[src/rtl/ram_port_arbiter_pkg.sv]
// Shared constants for the RAM port arbiter: default widths, requester indices,
// read-return tag encoding, FSM states and the grant priority function.
package arb_pkg;
  localparam int ADDR_W_DEF = 25;
  localparam int DATA_W_DEF = 256;

  localparam logic [1:0] P_CAM = 2'd0;
  localparam logic [1:0] P_TM  = 2'd1;
  localparam logic [1:0] P_HDR = 2'd2;
  localparam logic [1:0] P_VGA = 2'd3;

  localparam logic TAG_HDR = 1'b0;
  localparam logic TAG_VGA = 1'b1;

  typedef enum logic [1:0] {
    ST_IDLE  = 2'd0,
    ST_ISSUE = 2'd1,
    ST_GAP   = 2'd2
  } arb_state_e;

  // CAM beats VGA beats the HDR/TM pair; rr_tm selects which of the pair wins a tie.
  function automatic logic [1:0] pick_winner(input logic [3:0] elig, input logic rr_tm);
    logic [1:0] w;
    w = P_TM;
    if (elig[P_CAM])                   w = P_CAM;
    else if (elig[P_VGA])              w = P_VGA;
    else if (elig[P_HDR] && elig[P_TM]) w = rr_tm ? P_TM : P_HDR;
    else if (elig[P_HDR])              w = P_HDR;
    return w;
  endfunction
endpackage

[src/rtl/ram_port_arbiter_if.sv]
// RAM controller command/return bus; the arbiter is the master side.
interface ram_port_arbiter_if
  import arb_pkg::*;
#(
  parameter int ADDR_W = ADDR_W_DEF,
  parameter int DATA_W = DATA_W_DEF
);
  logic              ram_req;
  logic              ram_we;
  logic [ADDR_W-1:0] ram_addr;
  logic [DATA_W-1:0] ram_wdata;
  logic              ram_busy;
  logic              ram_rd_valid;
  logic [DATA_W-1:0] ram_rd_data;

  modport master (
    output ram_req, ram_we, ram_addr, ram_wdata,
    input  ram_busy, ram_rd_valid, ram_rd_data
  );

  modport slave (
    input  ram_req, ram_we, ram_addr, ram_wdata,
    output ram_busy, ram_rd_valid, ram_rd_data
  );
endinterface

[src/rtl/ram_port_arbiter_tag_fifo.sv]
// In-order tag FIFO remembering which reader owns each outstanding RAM read.
module arb_tag_fifo #(
  parameter int TAG_DEPTH = 8
) (
  input  logic clk,
  input  logic rst,
  input  logic push,
  input  logic push_tag,
  input  logic pop,
  output logic pop_tag,
  output logic full,
  output logic empty
);
  localparam int PW = $clog2(TAG_DEPTH);

  logic [TAG_DEPTH-1:0] mem;
  logic [PW-1:0]        wr_ptr;
  logic [PW-1:0]        rd_ptr;
  logic [PW:0]          count;
  logic                 do_push;
  logic                 do_pop;

  assign full    = (int'(count) == TAG_DEPTH);
  assign empty   = (count == '0);
  assign do_pop  = pop && !empty;
  assign do_push = push && (!full || do_pop);
  assign pop_tag = mem[rd_ptr];

  always_ff @(posedge clk) begin
    if (rst) begin
      wr_ptr <= '0;
      rd_ptr <= '0;
      count  <= '0;
    end else begin
      if (do_push) wr_ptr <= wr_ptr + 1'b1;
      if (do_pop)  rd_ptr <= rd_ptr + 1'b1;
      case ({do_push, do_pop})
        2'b10:   count <= count + 1'b1;
        2'b01:   count <= count - 1'b1;
        default: count <= count;
      endcase
    end
  end

  always_ff @(posedge clk) begin
    if (do_push) mem[wr_ptr] <= push_tag;
  end
endmodule

[src/rtl/ram_port_arbiter.sv]
// Four-requester arbiter for the single RAM controller port with pending slots and read-return routing.
// Optional ARB_STATS_EN adds saturating per-requester grant counters on grant_cnt.
module ram_port_arbiter
  import arb_pkg::*;
#(
  parameter int ADDR_W    = ADDR_W_DEF,
  parameter int DATA_W    = DATA_W_DEF,
  parameter int TAG_DEPTH = 8
) (
  input  logic              clk,
  input  logic              rst,
  input  logic              cam_wr_req,
  input  logic [ADDR_W-1:0] cam_wr_addr,
  input  logic [DATA_W-1:0] cam_wr_data,
  input  logic              tm_wr_req,
  input  logic [ADDR_W-1:0] tm_wr_addr,
  input  logic [DATA_W-1:0] tm_wr_data,
  input  logic              hdr_rd_req,
  input  logic [ADDR_W-1:0] hdr_rd_addr,
  input  logic              vga_rd_req,
  input  logic [ADDR_W-1:0] vga_rd_addr,
  output logic [3:0]        slot_busy,
  output logic              hdr_rd_valid,
  output logic              vga_rd_valid,
  output logic [DATA_W-1:0] rd_data,
  ram_port_arbiter_if.master ram,
  output logic [4:0]        err_flags
`ifdef ARB_STATS_EN
  ,
  output logic [4*16-1:0]   grant_cnt
`endif
);
  arb_state_e        state_q, state_d;
  logic [3:0]        req_in, slot_vld, elig, granted, accept;
  logic [ADDR_W-1:0] addr_in   [4];
  logic [ADDR_W-1:0] slot_addr [4];
  logic [DATA_W-1:0] wr_data_in [2];
  logic [DATA_W-1:0] slot_data  [2];
  logic [1:0]        winner, gnt_sel_q;
  logic              rr_tm_q, launch, issue;
  logic              tag_push, tag_pop, pop_tag, tag_full, tag_empty;
  logic              ram_req_q, ram_we_q;
  logic [ADDR_W-1:0] ram_addr_q;
  logic [DATA_W-1:0] ram_wdata_q;

  assign req_in         = {vga_rd_req, hdr_rd_req, tm_wr_req, cam_wr_req};
  assign addr_in[P_CAM] = cam_wr_addr;
  assign addr_in[P_TM]  = tm_wr_addr;
  assign addr_in[P_HDR] = hdr_rd_addr;
  assign addr_in[P_VGA] = vga_rd_addr;
  assign wr_data_in[0]  = cam_wr_data;
  assign wr_data_in[1]  = tm_wr_data;

  assign issue     = (state_q == ST_ISSUE);
  assign slot_busy = slot_vld;

  // Reads are held back while every tag is in flight; writes stay eligible.
  assign elig   = {slot_vld[P_VGA] & ~tag_full, slot_vld[P_HDR] & ~tag_full,
                   slot_vld[P_TM], slot_vld[P_CAM]};
  assign winner = pick_winner(elig, rr_tm_q);

  always_comb begin
    granted = '0;
    accept  = '0;
    for (int i = 0; i < 4; i++) begin
      granted[i] = issue && (gnt_sel_q == 2'(i));
      accept[i]  = req_in[i] && (!slot_vld[i] || granted[i]);
    end
  end

  always_ff @(posedge clk) begin
    if (rst) begin
      slot_vld  <= '0;
      err_flags <= '0;
    end else begin
      slot_vld       <= accept | (slot_vld & ~granted);
      err_flags[3:0] <= err_flags[3:0] | (req_in & slot_vld & ~granted);
      err_flags[4]   <= err_flags[4] | (ram.ram_rd_valid & tag_empty);
    end
  end

  always_ff @(posedge clk) begin
    for (int i = 0; i < 4; i++) begin
      if (accept[i]) slot_addr[i] <= addr_in[i];
    end
    for (int i = 0; i < 2; i++) begin
      if (accept[i]) slot_data[i] <= wr_data_in[i];
    end
  end

  always_comb begin
    state_d = state_q;
    launch  = 1'b0;
    unique case (state_q)
      ST_IDLE: begin
        if (!ram.ram_busy && |elig) begin
          launch  = 1'b1;
          state_d = ST_ISSUE;
        end
      end
      ST_ISSUE: state_d = ST_GAP;
      ST_GAP:   state_d = ST_IDLE;
      default:  state_d = ST_IDLE;
    endcase
  end

  // ---- command register stage: decision in IDLE, strobe during ISSUE ----
  always_ff @(posedge clk) begin
    if (rst) begin
      state_q     <= ST_IDLE;
      ram_req_q   <= 1'b0;
      ram_we_q    <= 1'b0;
      ram_addr_q  <= '0;
      ram_wdata_q <= '0;
      gnt_sel_q   <= P_CAM;
      rr_tm_q     <= 1'b0;
    end else begin
      state_q   <= state_d;
      ram_req_q <= launch;
      if (launch) begin
        gnt_sel_q   <= winner;
        ram_we_q    <= (winner == P_CAM) || (winner == P_TM);
        ram_addr_q  <= slot_addr[winner];
        ram_wdata_q <= slot_data[winner[0]];
        if (winner == P_HDR) rr_tm_q <= 1'b1;
        if (winner == P_TM)  rr_tm_q <= 1'b0;
      end
    end
  end

  assign ram.ram_req   = ram_req_q;
  assign ram.ram_we    = ram_we_q;
  assign ram.ram_addr  = ram_addr_q;
  assign ram.ram_wdata = ram_wdata_q;

  assign tag_push = issue && ((gnt_sel_q == P_HDR) || (gnt_sel_q == P_VGA));
  assign tag_pop  = ram.ram_rd_valid && !tag_empty;

  arb_tag_fifo #(.TAG_DEPTH(TAG_DEPTH)) u_tag_fifo (
    .clk      (clk),
    .rst      (rst),
    .push     (tag_push),
    .push_tag ((gnt_sel_q == P_VGA) ? TAG_VGA : TAG_HDR),
    .pop      (tag_pop),
    .pop_tag  (pop_tag),
    .full     (tag_full),
    .empty    (tag_empty)
  );

  // ---- read return stage: data and owner strobe one cycle after ram_rd_valid ----
  always_ff @(posedge clk) begin
    if (rst) begin
      hdr_rd_valid <= 1'b0;
      vga_rd_valid <= 1'b0;
      rd_data      <= '0;
    end else begin
      hdr_rd_valid <= tag_pop && (pop_tag == TAG_HDR);
      vga_rd_valid <= tag_pop && (pop_tag == TAG_VGA);
      if (tag_pop) rd_data <= ram.ram_rd_data;
    end
  end

`ifdef ARB_STATS_EN
  function automatic logic [15:0] sat_inc16(input logic [15:0] v);
    return (&v) ? v : v + 16'd1;
  endfunction

  logic [15:0] cnt_q [4];

  always_ff @(posedge clk) begin
    for (int i = 0; i < 4; i++) begin
      if (rst)             cnt_q[i] <= '0;
      else if (granted[i]) cnt_q[i] <= sat_inc16(cnt_q[i]);
    end
  end

  assign grant_cnt = {cnt_q[3], cnt_q[2], cnt_q[1], cnt_q[0]};
`endif
endmodule

[src/flat_wrapper.sv]
// flat-port wrapper written by rule: the top's interface ports become plain ports
module ram_port_arbiter_flat import arb_pkg::*;
#(
  parameter int ADDR_W    = ADDR_W_DEF,
  parameter int DATA_W    = DATA_W_DEF,
  parameter int TAG_DEPTH = 8
)
  (clk, rst, cam_wr_req, cam_wr_addr, cam_wr_data, tm_wr_req, tm_wr_addr, tm_wr_data, hdr_rd_req, hdr_rd_addr, vga_rd_req, vga_rd_addr, slot_busy, hdr_rd_valid, vga_rd_valid, rd_data, err_flags, ram_ram_req, ram_ram_we, ram_ram_addr, ram_ram_wdata, ram_ram_busy, ram_ram_rd_valid, ram_ram_rd_data);
  ram_port_arbiter_if #(.ADDR_W(ADDR_W), .DATA_W(DATA_W)) ram_i ();
  input  logic clk;
  input  logic rst;
  input  logic cam_wr_req;
  input  logic [ADDR_W-1:0] cam_wr_addr;
  input  logic [DATA_W-1:0] cam_wr_data;
  input  logic tm_wr_req;
  input  logic [ADDR_W-1:0] tm_wr_addr;
  input  logic [DATA_W-1:0] tm_wr_data;
  input  logic hdr_rd_req;
  input  logic [ADDR_W-1:0] hdr_rd_addr;
  input  logic vga_rd_req;
  input  logic [ADDR_W-1:0] vga_rd_addr;
  output logic [3:0] slot_busy;
  output logic hdr_rd_valid;
  output logic vga_rd_valid;
  output logic [DATA_W-1:0] rd_data;
  output logic [4:0] err_flags;
  output wire logic [$bits(ram_i.ram_req)-1:0] ram_ram_req;
  output wire logic [$bits(ram_i.ram_we)-1:0] ram_ram_we;
  output wire logic [$bits(ram_i.ram_addr)-1:0] ram_ram_addr;
  output wire logic [$bits(ram_i.ram_wdata)-1:0] ram_ram_wdata;
  input wire logic [$bits(ram_i.ram_busy)-1:0] ram_ram_busy;
  input wire logic [$bits(ram_i.ram_rd_valid)-1:0] ram_ram_rd_valid;
  input wire logic [$bits(ram_i.ram_rd_data)-1:0] ram_ram_rd_data;
  assign ram_ram_req = ram_i.ram_req;
  assign ram_ram_we = ram_i.ram_we;
  assign ram_ram_addr = ram_i.ram_addr;
  assign ram_ram_wdata = ram_i.ram_wdata;
  assign ram_i.ram_busy = ram_ram_busy;
  assign ram_i.ram_rd_valid = ram_ram_rd_valid;
  assign ram_i.ram_rd_data = ram_ram_rd_data;
  ram_port_arbiter #(.ADDR_W(ADDR_W), .DATA_W(DATA_W), .TAG_DEPTH(TAG_DEPTH)) u_core (.clk(clk), .rst(rst), .cam_wr_req(cam_wr_req), .cam_wr_addr(cam_wr_addr), .cam_wr_data(cam_wr_data), .tm_wr_req(tm_wr_req), .tm_wr_addr(tm_wr_addr), .tm_wr_data(tm_wr_data), .hdr_rd_req(hdr_rd_req), .hdr_rd_addr(hdr_rd_addr), .vga_rd_req(vga_rd_req), .vga_rd_addr(vga_rd_addr), .slot_busy(slot_busy), .hdr_rd_valid(hdr_rd_valid), .vga_rd_valid(vga_rd_valid), .rd_data(rd_data), .ram(ram_i), .err_flags(err_flags));
endmodule
[config.mk]
export PLATFORM = sky130hd
export DESIGN_NAME = ram_port_arbiter_flat
export DESIGN_NICKNAME = d
export VERILOG_FILES = /design/src/rtl/ram_port_arbiter_pkg.sv /design/src/rtl/ram_port_arbiter_if.sv /design/src/rtl/ram_port_arbiter_tag_fifo.sv /design/src/rtl/ram_port_arbiter.sv /design/src/flat_wrapper.sv
export SDC_FILE = /design/constraint.sdc
export NUM_CORES = 2
export LEC_CHECK = 0
export ABC_AREA = 1
export ABC_CLOCK_PERIOD_IN_PS = 21800
export BUFFER_PORTS_ARGS = -buffer_cell sky130_fd_sc_hd__buf_2
export CAP_MARGIN = 20
export CELL_PAD_IN_SITES_DETAIL_PLACEMENT = 0
export CELL_PAD_IN_SITES_GLOBAL_PLACEMENT = 1
export CORE_AREA = 4 4 547 549
export CTS_BUF_LIST = sky130_fd_sc_hd__clkbuf_4 sky130_fd_sc_hd__clkbuf_8
export CTS_CLUSTER_SIZE = 25
export DETAILED_ROUTE_END_ITERATION = 8
export DIE_AREA = 0 0 551 553
export GPL_TIMING_DRIVEN = 0
export PLACE_DENSITY = 0.39
export SLEW_MARGIN = 20
export SYNTH_ARGS = -nofsm -noshare
export SYNTH_HDL_FRONTEND = slang
export SYNTH_HIERARCHICAL = 1
export SYNTH_SLANG_ARGS = --single-unit
[constraint.sdc]
create_clock -name clk -period 21.8 [get_ports clk]
set_input_delay 3.27 -clock clk [delete_from_list [all_inputs] [get_ports clk]]
set_output_delay 3.27 -clock clk [all_outputs]
set_load 0.02 [all_outputs]
==> Word-level counts from Yosys, hierarchy flattened <==
Memories as Yosys holds them, arrays and structs flattened. A register that Yosys moved wholly into a read port is not among the register bits.
Cells that the tools add are included.
W data, S select, Z words.
{ "word_totals": {"register_bits": 292, "ramBits": 612, "in_bits": 876, "output_inout_bits": 550, "wordCells": 110, "n_memories": 2} }
{ "op_classes": {"addsub": 4, "order_cmp": 3, "n_eq_ne": 10, "mux": 26, "n_bitwise": 12, "reduce_logical": 39} }
{ "memory_table": {"columns": ["memory", "words", "width", "rd", "rd_clocked_by_memory_dff", "write_ports", "line_no", "rtl"], "rows": [
  ["u_core.slot_data", 2, 256, 1, 1, 2, "ram_port_arbiter.sv:38", "logic [DATA_W-1:0] slot_data [2];"],
  ["u_core.slot_addr", 4, 25, 1, 1, 4, "ram_port_arbiter.sv:36", "logic [ADDR_W-1:0] slot_addr [4];"]
]} }
{ "op_table": {"columns": ["op", "count"], "rows": [
  ["$logic_and A1 B1 Y1", 17],
  ["$mux W1", 15],
  ["$and A4 B4 Y4", 3],
  ["$mux W2", 6],
  ["$bwmux W8", 1],
  ["$eq A2 B1 Y1 const B", 4],
  ["$eq A2 B2 Y1 const B", 4],
  ["$lt A3 B4 Y1 const B", 2],
  ["$or A4 B4 Y4", 2],
  ["$pmux W4 S2", 1],
  ["$logic_not A1 Y1", 7],
  ["$logic_or A1 B1 Y1", 7],
  ["$add A3 B1 Y3 const B", 2],
  ["$logic_not A2 Y1", 3],
  ["$add A4 B1 Y4 const B", 1],
  ["$eq A4 B4 Y1 const B", 1],
  ["$logic_not A4 Y1", 1],
  ["$not A4 Y4", 1],
  ["$pmux W2 S2", 1],
  ["$reduce_bool A2 Y1", 2],
  ["$reduce_or A4 Y1", 1],
  ["$sub A4 B1 Y4 const B", 1],
  ["$and A1 B1 Y1", 3],
  ["$bmux W1 S3", 1],
  ["6 further kinds", 7]
]} }

==> Longest topological paths before layout <==
{ "logic_depth": {"depth_word": 10, "depth_mapped": 18} }

==> Hierarchy <==
The synthesis kept the hierarchy.
{ "modules_own_cells": {"columns": ["mod", "n_inst", "cells_per_inst", "area_each_um2", "seq_area_each_um2"], "rows": [
  ["ram_port_arbiter", 1, 3869, 41556.1, 29488.3],
  ["arb_tag_fifo", 1, 117, 970.9, 440.4]
]} }

==> Worst setup path before layout <==
OpenSTA, ideal clock, no wires.
{ "synth_timing": {"path_type": "input to register", "start": "input port cam_wr_req", "end": "memory u_core/slot_addr[0][0] (netlist name), enable pin", "setup_ns": 0.929, "t_arrival_ns": 14.836, "setup_slack_ns": 6.035, "cell_stages": 2, "path_buffers": 0, "path_cell_list": "inv_1 -> nor2_1"} }
{ "synth_lines": {"columns": ["element", "line_no", "rtl"], "rows": [
  ["start: declaration", "flat_wrapper.sv:12", "input logic cam_wr_req;"],
  ["end: declaration", "ram_port_arbiter.sv:36", null]
]} }

==> Worst setup path after layout <==
{ "layout_timing": {"start": "input port ram_ram_rd_valid", "end": "register u_core.u_tag_fifo.count[3]"} }
{ "layout_between": {"elab_chain_cells": 6} }
{ "layout_lines": {"columns": ["element", "line_no", "rtl"], "rows": [
  ["start: declaration", "flat_wrapper.sv:32", "input wire logic [$bits(ram_i.ram_rd_valid)-1:0] ram_ram_rd_valid;"],
  ["$logic_and A1 B1 Y1 (*)", "ram_port_arbiter.sv:137", "assign tag_pop = ram.ram_rd_valid && !tag_empty;"],
  ["net u_core.tag_pop", "ram_port_arbiter.sv:41", "logic tag_push, tag_pop, pop_tag, tag_full, tag_empty;"],
  ["$logic_and A1 B1 Y1 (*)", "ram_port_arbiter_tag_fifo.sv:25", "assign do_pop = pop && !empty;"],
  ["$logic_or A1 B1 Y1", "ram_port_arbiter_tag_fifo.sv:26", "assign do_push = push && (!full || do_pop);"],
  ["$logic_and A1 B1 Y1", "ram_port_arbiter_tag_fifo.sv:26", null],
  ["$eq A2 B1 Y1 or $eq A2 B2 Y1 (tied branches)", "ram_port_arbiter_tag_fifo.sv:37", "case ({do_push, do_pop})"],
  ["$pmux W4 S2 or $reduce_bool A2 Y1 (tied branches)", null, null],
  ["end signal: assignment", "ram_port_arbiter_tag_fifo.sv:38", "2'b10: count <= count + 1'b1;"],
  ["end signal: assignment", "ram_port_arbiter_tag_fifo.sv:39", "2'b01: count <= count - 1'b1;"],
  ["end signal: assignment", "ram_port_arbiter_tag_fifo.sv:40", "default: count <= count;"],
  ["end: declaration", "ram_port_arbiter_tag_fifo.sv:19", "logic [PW:0] count;"]
]} }
The timed path passes the listed nets; every way through them passes the cells marked *.
A chain may end at the register's enable or synchronous reset.

==> impl_results.md <==
- Leading area contributor after synthesis: edfxtp_1
- Post-synthesis instance total: 3,986
- Pint: 4.26 mW
- Clk sinks: 1,185
- Via density: 3.68
- Top_reg_cell synth: edfxtp_1
- Post-synthesis sequential area ratio: 70.4%
- Share of flip-flops with an asynchronous set or reset: 0%
- Pleak: 26.6 nW
- Maximum vdd drop: 0.0504 mV
- Net Sw Power: 1.83 mW
- Hold crit path type: reg -> reg
- Setup Buffers After CTS: 0
- Pwr Total: 6.10 mW
- Area share of the largest cell type after synthesis: 43.8%
- TritonCTS Buffers: 235
- Crit path capture type: flip-flop
- # setup viols final: 0
- RSZ-0062 raised after global routing: no
- Crit-path cells: buf_2, inv_1, nor2_2, clkbuf_1, clkbuf_2, inv_1, nand4_4, nand2_1, ha_1, ha_1, a21oi_1, nand2_1, nand2_1, nand3_1, nand2_1, inv_1
- H-tree depth: 4
- Vias: 36,500
- Post-CTS sizing: 0
- Iter 0 DRT Violations: 2,222
- Clock skew: 139 ps
- Post-Route Setup TNS: 0 ps
- Crit path max-delay family: buffers and inverters
- Syn nets: 4,869
- Routability Congestion: 0.870
- Antenna violations before repair: 240
- Die area: 305,000 um^2
- Final Critical Period: 5630 ps
- Post-synth EDFFs: 620
- Cell Area, Placed: 55,400 um^2
- Nets: 6,567
- Clock power frac: 40.8%
- Vias in the first global route: 37,100
- Crit path max-delay cell type: clkbuf_2
- Required time of the critical path: 22,580 ps
- Power per standard cell area: 100 nW/um^2
- GR Overflow Total: 0
- Clock Path Buffers: 4
- Maximum clock rate: 178 MHz
- Slew @ Worst Pin: 1090 ps
- Row cnt: 199
- GRT Overall Usage: 15.8%
- Logic pwr share: 15.9%
- Fin area: 60,800 um^2
- Sequential Power Share: 43.3%
- Clock Latency Late Sink: 1010 ps
- Final HPWL DP: 207 mm
- Status: finished, final reports clean
- Die H: 553 um
- Most used cell, CP: nand2_1
- Setup slack at placement: 15,190 ps
- First-pass DRT Iterations: 5
- Dominant cells by area after synthesis: edfxtp_1 44%, dfxtp_1 27%, a21oi_1 6.2%
- Max-cap violations: 0
- Worst setup margin: 16,170 ps
- Slew margin rel.: 27.3%
- Critical path class: in -> reg
- Register bit total from synthesis: 1,185
- R2R setup slack: 17,920 ps
- TritonCTS clock tree: built
- Fin. max-slew vios: 0
- Starting Density: 14.5%
- Crit path max fanout: 12
- Final hold vios: 0
- Total core area: 294,000 um^2
- Mapped Avg Cell Area: 10.7 um^2
- Die Wd: 551 um
- Crit path DAT: 6410 ps
- Commonest non-fill, non-tap cell in the layout: buf_2
- Sw frac: 30.1%
- Clock root cell: clkbuf_8
- Routed WL: 253 mm
- Residual DRC count: 0
- Netlist cell types: 34
- Pin count of the biggest net entering global routing: 26
- Finished Core Util: 20.7%
- Worst Path Buf+Inv: 6
- Synth Warn #: 6
- Final Cycle Share: 25.8%
- IO Count: 1,426
- Largest stage delay, worst path: 540 ps
- Post-route antenna net violation count: 0
- Most frequent cells in the layout: 1,493 x buf_2, 620 x edfxtp_1, 565 x dfxtp_1, 555 x nor2_1, 531 x a21oi_1
- Port bufs: 1,425
- First-pass GRT wire length: 331 mm
- Mapped cell area: 42,500 um^2
- Clock transition at path regs: 60 ps
- Routed len/inst: 25.6 um
- Hold_buf cts: 0
- Share of cells above drive strength 1: 34.4%
- CP Launch Type: input port
- Syn-to-layout area delta: 43.0%
[cell families (layout without fill, tap and decap cells)]
group           Yosys count  in the layout  share of synthesized area (%)
other cells               0             93                              0
compound gates         1060           1060                           12.5
flops                  1185           1185                           70.4
xor+xnor                  2              2                         0.0412
buf+inv                 642           2538                           6.52
simple gates           1090           1090                           10.4
fa+ha+maj                 7              7                          0.224
[power groups by stage]
| stage | combinational (mW) | clock [mW] | sequential, mW |
|---|---|---|---|
| global route | 1.05 | 2.70 | 2.66 |
| detailed placement | 0.997 | 0 | 2.68 |
| CTS | 1.00 | 2.61 | 2.64 |
| finish | 0.970 | 2.49 | 2.64 |
| global placement | 0.968 | 0 | 2.75 |
| floorplan | 0.317 | 0 | 2.83 |
[cells in the mapped netlist, drive strengths merged, types with 2 or more instances]
cell,count
edfxtp,620
dfxtp,565
nor2,564
a21oi,531
o21ai,526
nand2,410
inv,392
buf,125
clkbuf,124
nand3,85
nand3b,27
ha,6
a31oi,2
nor3,2
[state kept, by name, summed over array words and instances, names as in the netlist, 2 cells and up]
register                  count
u_core/err_flags              5
u_core/u_tag_fifo/wr_ptr      3
u_core/state_q                2
u_core/rd_data              256
u_core/u_tag_fifo/count       4
u_core/slot_addr            100
u_core/ram.ram_addr          25
u_core/ram.ram_wdata        256
u_core/slot_data            512
u_core/u_tag_fifo/mem         8
u_core/slot_busy              4
u_core/u_tag_fifo/rd_ptr      3
u_core/gnt_sel_q              2
[metrics by stage]
step / cells / hold slack [ps]
4_1_cts: 9801 / 461
2_1_floorplan: 3986 / 470
5_1_grt: 9860 / 477
3_5_place_dp: 9366 / 451
6_report: 9894 / 461
3_3_place_gp: 9330 / 448
[routing by layer]
metal | vias to the layer above | routed length (um) | GRT usage (%)
met4 | 152 | 11700 | 6.59
met2 | 1575 | 128000 | 28.6
li1 | 17000 | - | -
met5 | - | 961 | 0
met1 | 17100 | 89600 | 16.2
met3 | 670 | 22900 | 6.15
[worst paths after layout]
check,from,to,depth (start not counted)
setup / recovery,ram_ram_rd_valid,u_core/u_tag_fifo/count[3],16
hold / removal,u_core/ram.ram_wdata[133],u_core/ram.ram_wdata[133],2
setup reg to reg,u_core/u_tag_fifo/count[3],u_core/u_tag_fifo/count[3],17
hold reg to reg,u_core/ram.ram_wdata[133],u_core/ram.ram_wdata[133],2
[worst register-to-register path, cell delays in order (launching register included)]
cell and delay, ps:
dfxtp_1 410, inv_1 120, nand3_2 140, inv_1 80
nor2_2 450, clkbuf_1 530, clkbuf_2 540, inv_1 160
nand4_4 190, nand2_1 80, ha_1 270, ha_1 330
a21oi_1 200, nand2_1 70, nand2_1 50, nand3_1 60
nand2_1 60, inv_1 30
[area by class of cell]
class | instances | area, um^2
plain buffers | 249 | 1300
diodes | 93 | 233
flip-flops and latches | 1185 | 29900
fillers | 32900 | 233000
well taps | 3919 | 4900
clock inverters | 52 | 503
multi-input cells | 2159 | 9860
repair buffers | 1461 | 7980
clock buffers | 383 | 4620
inverters | 393 | 1480
(Power assumes the default switching activity.)
